File: src/rtl/bitstream_loader_if.sv
// AXI-Stream style interface carrying configuration words to the fabric.
//   tvalid  master -> slave  word valid
//   tdata   master -> slave  DATA_WIDTH-bit configuration word
//   tlast   master -> slave  last word of a CLB frame
//   tready  slave  -> master slave accepts the word this cycle
interface axi_stream_if #(
    parameter int unsigned DATA_WIDTH = 8
) ();
    logic                  tvalid;
    logic                  tready;
    logic [DATA_WIDTH-1:0] tdata;
    logic                  tlast;

    modport master (output tvalid, output tdata, output tlast, input tready);
    modport slave  (input tvalid, input tdata, input tlast, output tready);
endinterface

File: src/rtl/bitstream_loader.sv
// Bitstream loader: gathers IN_WIDTH-bit chunks from the configuration pins into
// BITSTREAM_DATA_WIDTH-bit words (LSB slice first) and streams them to the fabric,
// WORDS_PER_CLB words per frame, CLB_COUNT frames per load.
// Ports:
//   clk, rst         clock, asynchronous active-high reset
//   start, abort     begin a full load / abandon the current load
//   in_valid/in_data pin-side chunk, accepted when in_ready is high
//   cfg              one-cycle configuration request pulse
//   cfg_bitstream    word stream to the fabric (tvalid/tdata/tlast out, tready in)
//   cfg_ready        fabric reports all CLBs configured
//   busy, done       load in progress / last load completed (sticky)
module bitstream_loader #(
    parameter int unsigned IN_WIDTH             = 4,
    parameter int unsigned BITSTREAM_DATA_WIDTH = 8,
    parameter int unsigned WORDS_PER_CLB        = 2,
    parameter int unsigned CLB_COUNT            = 36
) (
    input  logic                clk,
    input  logic                rst,
    input  logic                start,
    input  logic                abort,
    input  logic                in_valid,
    input  logic [IN_WIDTH-1:0] in_data,
    output logic                in_ready,
    output logic                cfg,
    axi_stream_if.master        cfg_bitstream,
    input  logic                cfg_ready,
    output logic                busy,
    output logic                done
);

    localparam int unsigned CHUNKS  = BITSTREAM_DATA_WIDTH / IN_WIDTH;
    localparam int unsigned CHUNK_W = (CHUNKS > 1) ? $clog2(CHUNKS) : 1;
    localparam int unsigned WORD_W  = (WORDS_PER_CLB > 1) ? $clog2(WORDS_PER_CLB) : 1;
    localparam int unsigned FRAME_W = (CLB_COUNT > 1) ? $clog2(CLB_COUNT) : 1;

    localparam logic [CHUNK_W-1:0] ChunkLast = CHUNK_W'(CHUNKS - 1);
    localparam logic [WORD_W-1:0]  WordLast  = WORD_W'(WORDS_PER_CLB - 1);
    localparam logic [FRAME_W-1:0] FrameLast = FRAME_W'(CLB_COUNT - 1);

    typedef enum logic [2:0] {
        StIdle,
        StReq,
        StPack,
        StSend,
        StWaitDone
    } state_e;

    state_e                          state_q;
    logic [CHUNK_W-1:0]              chunk_q;
    logic [WORD_W-1:0]               word_q;
    logic [FRAME_W-1:0]              frame_q;
    logic [BITSTREAM_DATA_WIDTH-1:0] data_q;
    logic                            cfg_q;
    logic                            in_ready_q;
    logic                            tvalid_q;
    logic                            tlast_q;
    logic                            busy_q;
    logic                            done_q;

    always_ff @(posedge clk or posedge rst) begin
        if (rst) begin
            state_q    <= StIdle;
            chunk_q    <= '0;
            word_q     <= '0;
            frame_q    <= '0;
            data_q     <= '0;
            cfg_q      <= 1'b0;
            in_ready_q <= 1'b0;
            tvalid_q   <= 1'b0;
            tlast_q    <= 1'b0;
            busy_q     <= 1'b0;
            done_q     <= 1'b0;
        end else if (abort && (state_q != StIdle)) begin
            // Abort beats any same-cycle chunk or word handshake.
            state_q    <= StIdle;
            chunk_q    <= '0;
            word_q     <= '0;
            frame_q    <= '0;
            data_q     <= '0;
            cfg_q      <= 1'b0;
            in_ready_q <= 1'b0;
            tvalid_q   <= 1'b0;
            tlast_q    <= 1'b0;
            busy_q     <= 1'b0;
            done_q     <= 1'b0;
        end else begin
            unique case (state_q)
                StIdle: begin
                    if (start && !abort) begin
                        state_q <= StReq;
                        chunk_q <= '0;
                        word_q  <= '0;
                        frame_q <= '0;
                        data_q  <= '0;
                        done_q  <= 1'b0;
                        cfg_q   <= 1'b1;
                        busy_q  <= 1'b1;
                    end
                end
                StReq: begin
                    state_q    <= StPack;
                    cfg_q      <= 1'b0;
                    in_ready_q <= 1'b1;
                end
                StPack: begin
                    if (in_valid && in_ready_q) begin
                        for (int i = 0; i < int'(CHUNKS); i++) begin
                            if (chunk_q == CHUNK_W'(i)) begin
                                data_q[i*IN_WIDTH +: IN_WIDTH] <= in_data;
                            end
                        end
                        if (chunk_q == ChunkLast) begin
                            chunk_q    <= '0;
                            state_q    <= StSend;
                            in_ready_q <= 1'b0;
                            tvalid_q   <= 1'b1;
                            tlast_q    <= (word_q == WordLast);
                        end else begin
                            chunk_q <= chunk_q + CHUNK_W'(1);
                        end
                    end
                end
                StSend: begin
                    if (cfg_bitstream.tready) begin
                        tvalid_q <= 1'b0;
                        tlast_q  <= 1'b0;
                        if ((frame_q == FrameLast) && (word_q == WordLast)) begin
                            state_q <= StWaitDone;
                            word_q  <= '0;
                            frame_q <= '0;
                        end else begin
                            if (word_q == WordLast) begin
                                word_q  <= '0;
                                frame_q <= frame_q + FRAME_W'(1);
                            end else begin
                                word_q <= word_q + WORD_W'(1);
                            end
                            state_q    <= StPack;
                            in_ready_q <= 1'b1;
                        end
                    end
                end
                StWaitDone: begin
                    if (cfg_ready) begin
                        done_q  <= 1'b1;
                        busy_q  <= 1'b0;
                        state_q <= StIdle;
                    end
                end
                default: begin
                    state_q <= StIdle;
                end
            endcase
        end
    end

    assign cfg                  = cfg_q;
    assign in_ready             = in_ready_q;
    assign busy                 = busy_q;
    assign done                 = done_q;
    assign cfg_bitstream.tvalid = tvalid_q;
    assign cfg_bitstream.tlast  = tlast_q;
    assign cfg_bitstream.tdata  = data_q;

endmodule

File: src/flat_wrapper.sv
// flat-port wrapper written by rule: the top's interface ports become plain ports
module bitstream_loader_flat 
#(
    parameter int unsigned IN_WIDTH             = 4,
    parameter int unsigned BITSTREAM_DATA_WIDTH = 8,
    parameter int unsigned WORDS_PER_CLB        = 2,
    parameter int unsigned CLB_COUNT            = 36
)
  (clk, rst, start, abort, in_valid, in_data, in_ready, cfg, cfg_ready, busy, done, cfg_bitstream_tvalid, cfg_bitstream_tdata, cfg_bitstream_tlast, cfg_bitstream_tready);
  axi_stream_if #(.DATA_WIDTH((8))) cfg_bitstream_i ();
  input  logic clk;
  input  logic rst;
  input  logic start;
  input  logic abort;
  input  logic in_valid;
  input  logic [IN_WIDTH-1:0] in_data;
  output logic in_ready;
  output logic cfg;
  input  logic cfg_ready;
  output logic busy;
  output logic done;
  output wire logic [$bits(cfg_bitstream_i.tvalid)-1:0] cfg_bitstream_tvalid;
  output wire logic [$bits(cfg_bitstream_i.tdata)-1:0] cfg_bitstream_tdata;
  output wire logic [$bits(cfg_bitstream_i.tlast)-1:0] cfg_bitstream_tlast;
  input wire logic [$bits(cfg_bitstream_i.tready)-1:0] cfg_bitstream_tready;
  assign cfg_bitstream_tvalid = cfg_bitstream_i.tvalid;
  assign cfg_bitstream_tdata = cfg_bitstream_i.tdata;
  assign cfg_bitstream_tlast = cfg_bitstream_i.tlast;
  assign cfg_bitstream_i.tready = cfg_bitstream_tready;
  bitstream_loader #(.IN_WIDTH(IN_WIDTH), .BITSTREAM_DATA_WIDTH(BITSTREAM_DATA_WIDTH), .WORDS_PER_CLB(WORDS_PER_CLB), .CLB_COUNT(CLB_COUNT)) u_core (.clk(clk), .rst(rst), .start(start), .abort(abort), .in_valid(in_valid), .in_data(in_data), .in_ready(in_ready), .cfg(cfg), .cfg_bitstream(cfg_bitstream_i), .cfg_ready(cfg_ready), .busy(busy), .done(done));
endmodule
File: config.mk
export PLATFORM = sky130hd
export DESIGN_NAME = bitstream_loader_flat
export DESIGN_NICKNAME = d
export VERILOG_FILES = /design/src/rtl/bitstream_loader_if.sv /design/src/rtl/bitstream_loader.sv /design/src/flat_wrapper.sv
export SDC_FILE = /design/constraint.sdc
export NUM_CORES = 1
export LEC_CHECK = 0
export ABC_CLOCK_PERIOD_IN_PS = 5180
export BUFFER_PORTS_ARGS = -buffer_cell sky130_fd_sc_hd__buf_2
export CAP_MARGIN = 10
export CORE_ASPECT_RATIO = 0.9
export CORE_MARGIN = 2
export CORE_UTILIZATION = 58
export DETAILED_ROUTE_END_ITERATION = 6
export GPL_ROUTABILITY_DRIVEN = 0
export HOLD_SLACK_MARGIN = 0.06
export PLACE_DENSITY = 0.91
export SLEW_MARGIN = 20
export SYNTH_ARGS = -nofsm -noshare
export SYNTH_HDL_FRONTEND = slang
export SYNTH_SLANG_ARGS = --single-unit
File: constraint.sdc
create_clock -name clk -period 5.18 [get_ports clk]
set_input_delay 1.036 -clock clk [delete_from_list [all_inputs] [get_ports clk]]
set_output_delay 1.036 -clock clk [all_outputs]
set_load 0.01 [all_outputs]
==> summary.txt, run 1 <==
Die
  – Core area: 2220 sq um
  – Io pins: 25
  – Die Y: 50.4 um
  – Initial Util: 62.3%
  – Die Area: 2800 sq um
  – DIE WIDTH: 55.5 um
  – Site Rows: 16

Min path
  – Worst Hold Class: flop to flop
  – Hold path endpoint: u_core.cfg_bitstream.tvalid$_DFFE_PP0P_
  – Hold_sp: u_core.cfg_bitstream.tvalid$_DFFE_PP0P_
  – Depth of the worst hold-timing path: 1

Yosys
  – Post-synth EDFFs: 0
  – Syn avg cell area: 9.75 sq um
  – Synth warnings: 0
  – Mapped Cells: 142
  – Syn nets: 154
  – Synth Cell Area: 1390 sq um
  – Synth cell types: 39
  – Synth area leaders: dfrtp_1 (45%), mux2_1 (6.5%), o41ai_2 (3.5%)
  – #FFs+latches synth: 25
  – Share of the synthesized area in the top cell type: 45.2%
  – Seq/Total Area, Yosys: 45.2%
  – Asr flop ratio synth: 100%
  – Ys flop type: dfrtp_1
  – Yosys top cell by area: dfrtp_1

Global routing
  – Tot GR Track Use: 21.4%
  – Congestion Overflow GR: 0
  – Initial antenna violation count: 0
  – Global-route wire length before repair: 4720 um
  – Largest net degree at the start of global routing: 26
  – Vias in the first global route: 1036

Run
  – Maxcap violations: 0

CTS
  – Latest clock arrival within the worst-skew pair: 0.33 ns
  – CTS Hold Bufs: 0
  – CTS tree: yes
  – CTS Sinks: 25
  – Root buffer selected by CTS: clkbuf_4
  – CTS resizes: 0
  – Reg clk slew, reported paths: 0.14 ns
  – CTS Buf Count: 3
  – H-tree depth: 1
  – Maximum clock path buffer count: 2
  – Post-CTS Setup Repair Bufs: 0

Critical path
  – Worst r2r path cells: 5
  – Top delay family on crit path: compound AO/OA/AOI/OAI gates
  – Critical Path AT: 2.40 ns
  – Worst Path Required: 5.40 ns
  – Slowest cell delay on critical path: 0.36 ns
  – Crit path max fanout: 21
  – FF-to-FF Start: u_core.word_q$_DFFE_PP0P_
  – CP Class: input pin to flop
  – Worst setup SP type: input pin
  – CP endpoint kind: flop
  – CP bufs+invs: 1
  – Crit path cell chain: buf_2 -> nor2b_1 -> nor2_1 -> o31a_1 -> a21oi_2 -> mux2_1
  – Reg2reg end: u_core.in_ready$_DFFE_PP0P_
  – FF-to-FF setup slack: 3.14 ns
  – Slowest stage cell, crit path: mux2_1

Power and ir drop
  – Total power: 575 uW
  – PwrDens: 375 nW/um^2
  – Peak supply drop: 0.317 mV
  – Leakage power: 0.000767 uW

Final layout
  – Core Util, Final: 69.0%
  – Layout Cells excl Fill: 189
  – Area growth, synth to finish: 10.7%
  – Layout cells sized above 1: 23.5%
  – # nets final: 175
  – Register area: 626 sq um
  – # fillers: 160
  – Antenna Cells: 0
  – Multi-input logic area: 697 sq um

Drt
  – Routed wire length: 2760 um
  – Routed len/inst: 14.6 um
  – Remaining routing DRC violations: 0
  – 1st-iter DRT viols: 54
  – Vias after detailed routing: 1163
  – Antenna viol nets, final: 0
  – Via/cell ratio: 6.15
  – First-pass DRT Iterations: 4

Timing
  – Period utilization: 42.2%
  – Relative max-transition margin: 37.4%
  – RSZ-0062 raised after global routing: false
  – FMAX: 458 MHz
  – Clk_skew: 0.00809 ns
  – Final hold vios: 0
  – Final max-slew violation count: 0
  – Setup TNS: 0 ns
  – Slew at the pin closest to its max-slew limit: 0.939 ns
  – Final setup viols: 0
  – Minimum clock period: 2.19 ns

Place
  – HPWL after DPL: 2000 um
  – Number of buffers added on ports: 24
  – Placed cell count: 185

Outcome
  – Run status: complete, no violations
-- registers in the layout, indices dropped and copies added, names as in the netlist --
register and count:
u_core.cfg_bitstream.tdata 8, u_core.frame_q 6, u_core.state_q 3, u_core.busy 1
u_core.cfg 1, u_core.cfg_bitstream.tlast 1, u_core.cfg_bitstream.tvalid 1, u_core.chunk_q 1
u_core.done 1, u_core.in_ready 1, u_core.word_q 1
-- per-stage QoR --
stage,worst slack [ns],instance area (sq um),hold WS [ns]
2_1_floorplan,2.95,1390,0.480
3_3_place_gp,2.68,1500,0.459
3_5_place_dp,2.65,1500,0.466
4_1_cts,3.01,1530,0.500
5_1_grt,2.86,1530,0.512
6_report,2.99,1530,0.497
-- worst max path at each step --
stage          start  cells past startpoint                                   endpoint  slack (ns)
2_1_floorplan  abort                      4  u_core.cfg_bitstream.tdata[0]$_DFFE_PP0P_        2.95
3_3_place_gp   abort                      6  u_core.cfg_bitstream.tdata[1]$_DFFE_PP0P_        2.68
3_5_place_dp   abort                      6  u_core.cfg_bitstream.tdata[7]$_DFFE_PP0P_        2.65
4_1_cts        abort                      6  u_core.cfg_bitstream.tdata[6]$_DFFE_PP0P_        3.01
5_1_grt        abort                      5              u_core.frame_q[4]$_DFFE_PP0P_        2.86
6_report       abort                      6  u_core.cfg_bitstream.tdata[6]$_DFFE_PP0P_        2.99
-- power breakdown --
group / switching [uW] / internal (uW)
combinational: 117 / 94.1
sequential: 43.8 / 230
clock: 60.3 / 29.6
-- per-layer routing --
layer / vias up / GRT usage, % / wire length, um
met1: 555 / 30.7 / 1320
li1: 565 / - / -
met4: 0 / 5.28 / 27
met3: 4 / 5.67 / 163
met2: 39 / 32.5 / 1250
met5: - / 0 / 0
-- Yosys cell counts (all sizes together), types with 2 or more instances --
library cell	count
o21ai	16
a22o	2
nand3b	2
o22ai	3
nor4b	2
mux2	8
inv	7
nor2	11
nor3	4
a21oi	11
buf	7
o41ai	3
nand3	3
nand2	11
dfrtp	25
and2	4
o311a	2
and3	4
-- layout make-up --
cell class | instances | area share (%)
repair buffers | 24 | 7.84
clock inverters | 1 | 0.490
clock buffers | 3 | 1.47
multi-input cells | 102 | 45.5
well taps | 27 | 2.20
flip-flops and latches | 25 | 40.8
inverters | 7 | 1.71
-- cell usage in the layout (no fill, tap or decap), types with 2 or more instances in the layout --
master and count:
a22o_1 2, nand3b_1 2, dfrtp_1 25, nor4b_2 2, and2_1 4, o311a_1 2, mux2_1 8, buf_2 24
nor3_2 2, nor2_1 11, a21oi_2 2, nand2_1 11, o22ai_1 3, o21ai_0 8, nor3_1 2, and3_1 4
o41ai_2 3, nand3_1 3, a21oi_1 9, o21ai_1 8, inv_1 7, clkbuf_4 3
-- kinds of logic after synthesis --
| family | share of synthesized area (%) |
|---|---|
| flip-flops | 45.2 |
| adder cells (fa/ha/maj) | 0.903 |
| AO/OA/AOI/OAI | 23.8 |
| multiplexers | 6.50 |
| AND/OR/NAND/NOR | 19.2 |
| buffers and inverters | 4.52 |
Note: power is estimated with default switching activity, not from simulation.
==> run 2, diff against run 1 <==
--- a/config.mk
+++ b/config.mk
@@ -5,16 +5,16 @@
 export SDC_FILE = /design/constraint.sdc
 export NUM_CORES = 1
 export LEC_CHECK = 0
-export ABC_CLOCK_PERIOD_IN_PS = 5180
+export ABC_CLOCK_PERIOD_IN_PS = 2100
 export BUFFER_PORTS_ARGS = -buffer_cell sky130_fd_sc_hd__buf_2
 export CAP_MARGIN = 10
 export CORE_ASPECT_RATIO = 0.9
 export CORE_MARGIN = 2
-export CORE_UTILIZATION = 58
+export CORE_UTILIZATION = 54
 export DETAILED_ROUTE_END_ITERATION = 6
 export GPL_ROUTABILITY_DRIVEN = 0
 export HOLD_SLACK_MARGIN = 0.06
-export PLACE_DENSITY = 0.91
+export PLACE_DENSITY = 0.86
 export SLEW_MARGIN = 20
 export SYNTH_ARGS = -nofsm -noshare
 export SYNTH_HDL_FRONTEND = slang
==> constraint.sdc (replaced) <==
create_clock -name clk -period 2.1 [get_ports clk]
set_input_delay 0.42 -clock clk [delete_from_list [all_inputs] [get_ports clk]]
set_output_delay 0.42 -clock clk [all_outputs]
set_load 0.01 [all_outputs]
==> run 2 against run 1 <==
Effect of this change:
- setup slack lost 2.9 ns
- die area grew 6.8%
- worst hold slack lost 0.39 ns
- largest cell class unchanged
==> summary.txt, run 2 (synthesis gave the netlist of run 1 again) <==
Outcome
  – Run status: complete, no violations

Drt
  – Routed len/inst: 15.7 um (+7.6%)
  – Routed wire length: 3080 um (+12%)
  – Remaining routing DRC violations: 0 (unchanged)
  – Vias after detailed routing: 1207 (+3.8%)
  – 1st-iter DRT viols: 30 (-44%)
  – Antenna viol nets, final: 0 (unchanged)
  – First-pass DRT Iterations: 5 (+1)
  – Via/cell ratio: 6.16 (about the same)

CTS
  – CTS Sinks: 25 (unchanged)
  – CTS resizes: 0 (unchanged)
  – Post-CTS Setup Repair Bufs: 0 (unchanged)
  – Reg clk slew, reported paths: 0.14 ns (about the same)
  – CTS tree: yes
  – Root buffer selected by CTS: clkbuf_4
  – CTS Buf Count: 3 (unchanged)
  – Maximum clock path buffer count: 2 (unchanged)
  – Latest clock arrival within the worst-skew pair: 0.33 ns (about the same)
  – H-tree depth: 1 (unchanged)
  – CTS Hold Bufs: 0 (unchanged)

Timing
  – Period utilization: 94.5%
  – FMAX: 504 MHz
  – Setup TNS: 0 ns (unchanged)
  – Final setup viols: 0 (unchanged)
  – Final WS setup: 0.116 ns (-2.88 ns)
  – Relative max-transition margin: 52.6% (+15 points)
  – Final max-slew violation count: 0 (unchanged)
  – Minimum clock period: 1.98 ns
  – RSZ-0062 raised after global routing: false
  – Final hold vios: 0 (unchanged)
  – Slew at the pin closest to its max-slew limit: 0.709 ns (-0.229 ns)
  – Clk_skew: 0.00667 ns (-0.00143 ns)

Die
  – Io pins: 25 (unchanged)
  – Initial Util: 56.6% (-5.7 points)
  – Core area: 2450 sq um (+10%)
  – Site Rows: 17 (+1)
  – DIE WIDTH: 57.4 um (+3.4%)
  – Die Area: 2990 sq um (+6.8%)
  – Die Y: 52.0 um (+3.3%)

Critical path
  – FF-to-FF Start: u_core.state_q[0]$_DFFE_PP0P_
  – Worst r2r path cells: 3 (-2)
  – Critical Path AT: 2.21 ns (-0.19 ns)
  – Worst Path Required: 2.33 ns (-3.07 ns)
  – Reg2reg end: u_core.cfg_bitstream.tdata[1]$_DFFE_PP0P_
  – CP Class: flop to flop
  – Worst setup SP type: flop
  – FF-to-FF setup slack: 0.12 ns (-3.02 ns)
  – CP endpoint kind: flop
  – Crit path max fanout: 15 (-29%)

Final layout
  – # nets final: 181 (+3.4%)
  – Most common cell after layout, fill and taps aside: dfrtp_1
  – Area growth, synth to finish: 13.8%
  – Antenna Cells: 0 (unchanged)
  – Layout cells sized above 1: 26.2% (+2.7 points)
  – Max reg flops: 8 (unchanged)
  – Most frequent cells in the layout: dfrtp_1 (25), buf_2 (24), nor2_1 (11), nand2_1 (11), a21oi_1 (9)

Power and ir drop
  – Peak supply drop: 0.661 mV (+110%)
  – Leakage power: 0.000802 uW (+4.6%)
  – PwrDens: 923 nW/um^2 (+150%)

Global routing
  – Congestion Overflow GR: 0 (unchanged)
  – Vias in the first global route: 1182 (+14%)
  – Largest net degree at the start of global routing: 26 (unchanged)
  – Tot GR Track Use: 23.1% (+1.7 points)
  – Global-route wire length before repair: 5200 um (+10%)
  – Initial antenna violation count: 0 (unchanged)

Min path
  – Worst Hold Class: input pin to asynchronous set/reset pin

Run
  – Maxcap violations: 0 (unchanged)

Place
  – HPWL after DPL: 2230 um (+11%)
  – Place WS: 0.135 ns (-2.51 ns)
  – Number of buffers added on ports: 24 (unchanged)
-- run 2: cell types whose count changed in the layout (fill, tap and decap cells not counted), sizes merged --
cell | previous run | this run
buf | 24 | 30
clkinvlp | 1 | 0
clkinv | 0 | 1
-- run 2: layer usage --
layer / GRT usage (%) / vias up / part of all wire, %
met5: 0 / - / 0
met3: 5.22 / 5 / 5.6
li1: - / 576 / -
met2: 38.4 / 40 / 48
met1: 29.2 / 586 / 45
met4: 9.30 / 0 / 0.78
-- run 2: metrics by stage --
step	utilization (%)	cell area [sq um]	instances	total power, uW	hold slack (ns)
2_1_floorplan	-	1390	142	1060	0.447
3_3_place_gp	63.3	1550	192	1210	0.463
3_5_place_dp	63.3	1550	192	1240	0.467
4_1_cts	64.5	1580	196	1460	0.112
5_1_grt	64.5	1580	196	1550	0.114
6_report	64.5	1580	196	1450	0.111
-- run 2: area by class of cell --
type	count	area, sq um
clock buffers	3	22.5
flip-flops and latches	25	626
repair buffers	30	165
fillers	202	870
clock inverters	1	5.00
inverters	7	26.3
multi-input cells	102	697
well taps	28	35.0
-- run 2: power by group --
| group | internal (uW) | switching (uW) | leakage [uW] |
|---|---|---|---|
| Sequential | 569 | 103 | 0.000341 |
| Clock | 71.7 | 150 | 0.0000177 |
| Combinational | 252 | 310 | 0.000444 |
-- run 2: worst max path at each step --
stage	from	endpoint	cells past startpoint
2_1_floorplan	u_core.frame_q[0]$_DFFE_PP0P_	u_core.frame_q[5]$_DFFE_PP0P_	6
3_3_place_gp	abort	u_core.cfg_bitstream.tdata[6]$_DFFE_PP0P_	6
3_5_place_dp	abort	u_core.cfg_bitstream.tdata[1]$_DFFE_PP0P_	4
4_1_cts	u_core.state_q[0]$_DFFE_PP0P_	u_core.cfg_bitstream.tdata[1]$_DFFE_PP0P_	3
5_1_grt	u_core.state_q[0]$_DFFE_PP0P_	u_core.cfg_bitstream.tdata[1]$_DFFE_PP0P_	3
6_report	u_core.state_q[0]$_DFFE_PP0P_	u_core.cfg_bitstream.tdata[1]$_DFFE_PP0P_	3
-- run 2: critical path, cell delays in order, from the launching register on --
cell and delay, ns:
dfrtp_1 0.58, nor4b_2 0.73, a21oi_2 0.21, mux2_1 0.36
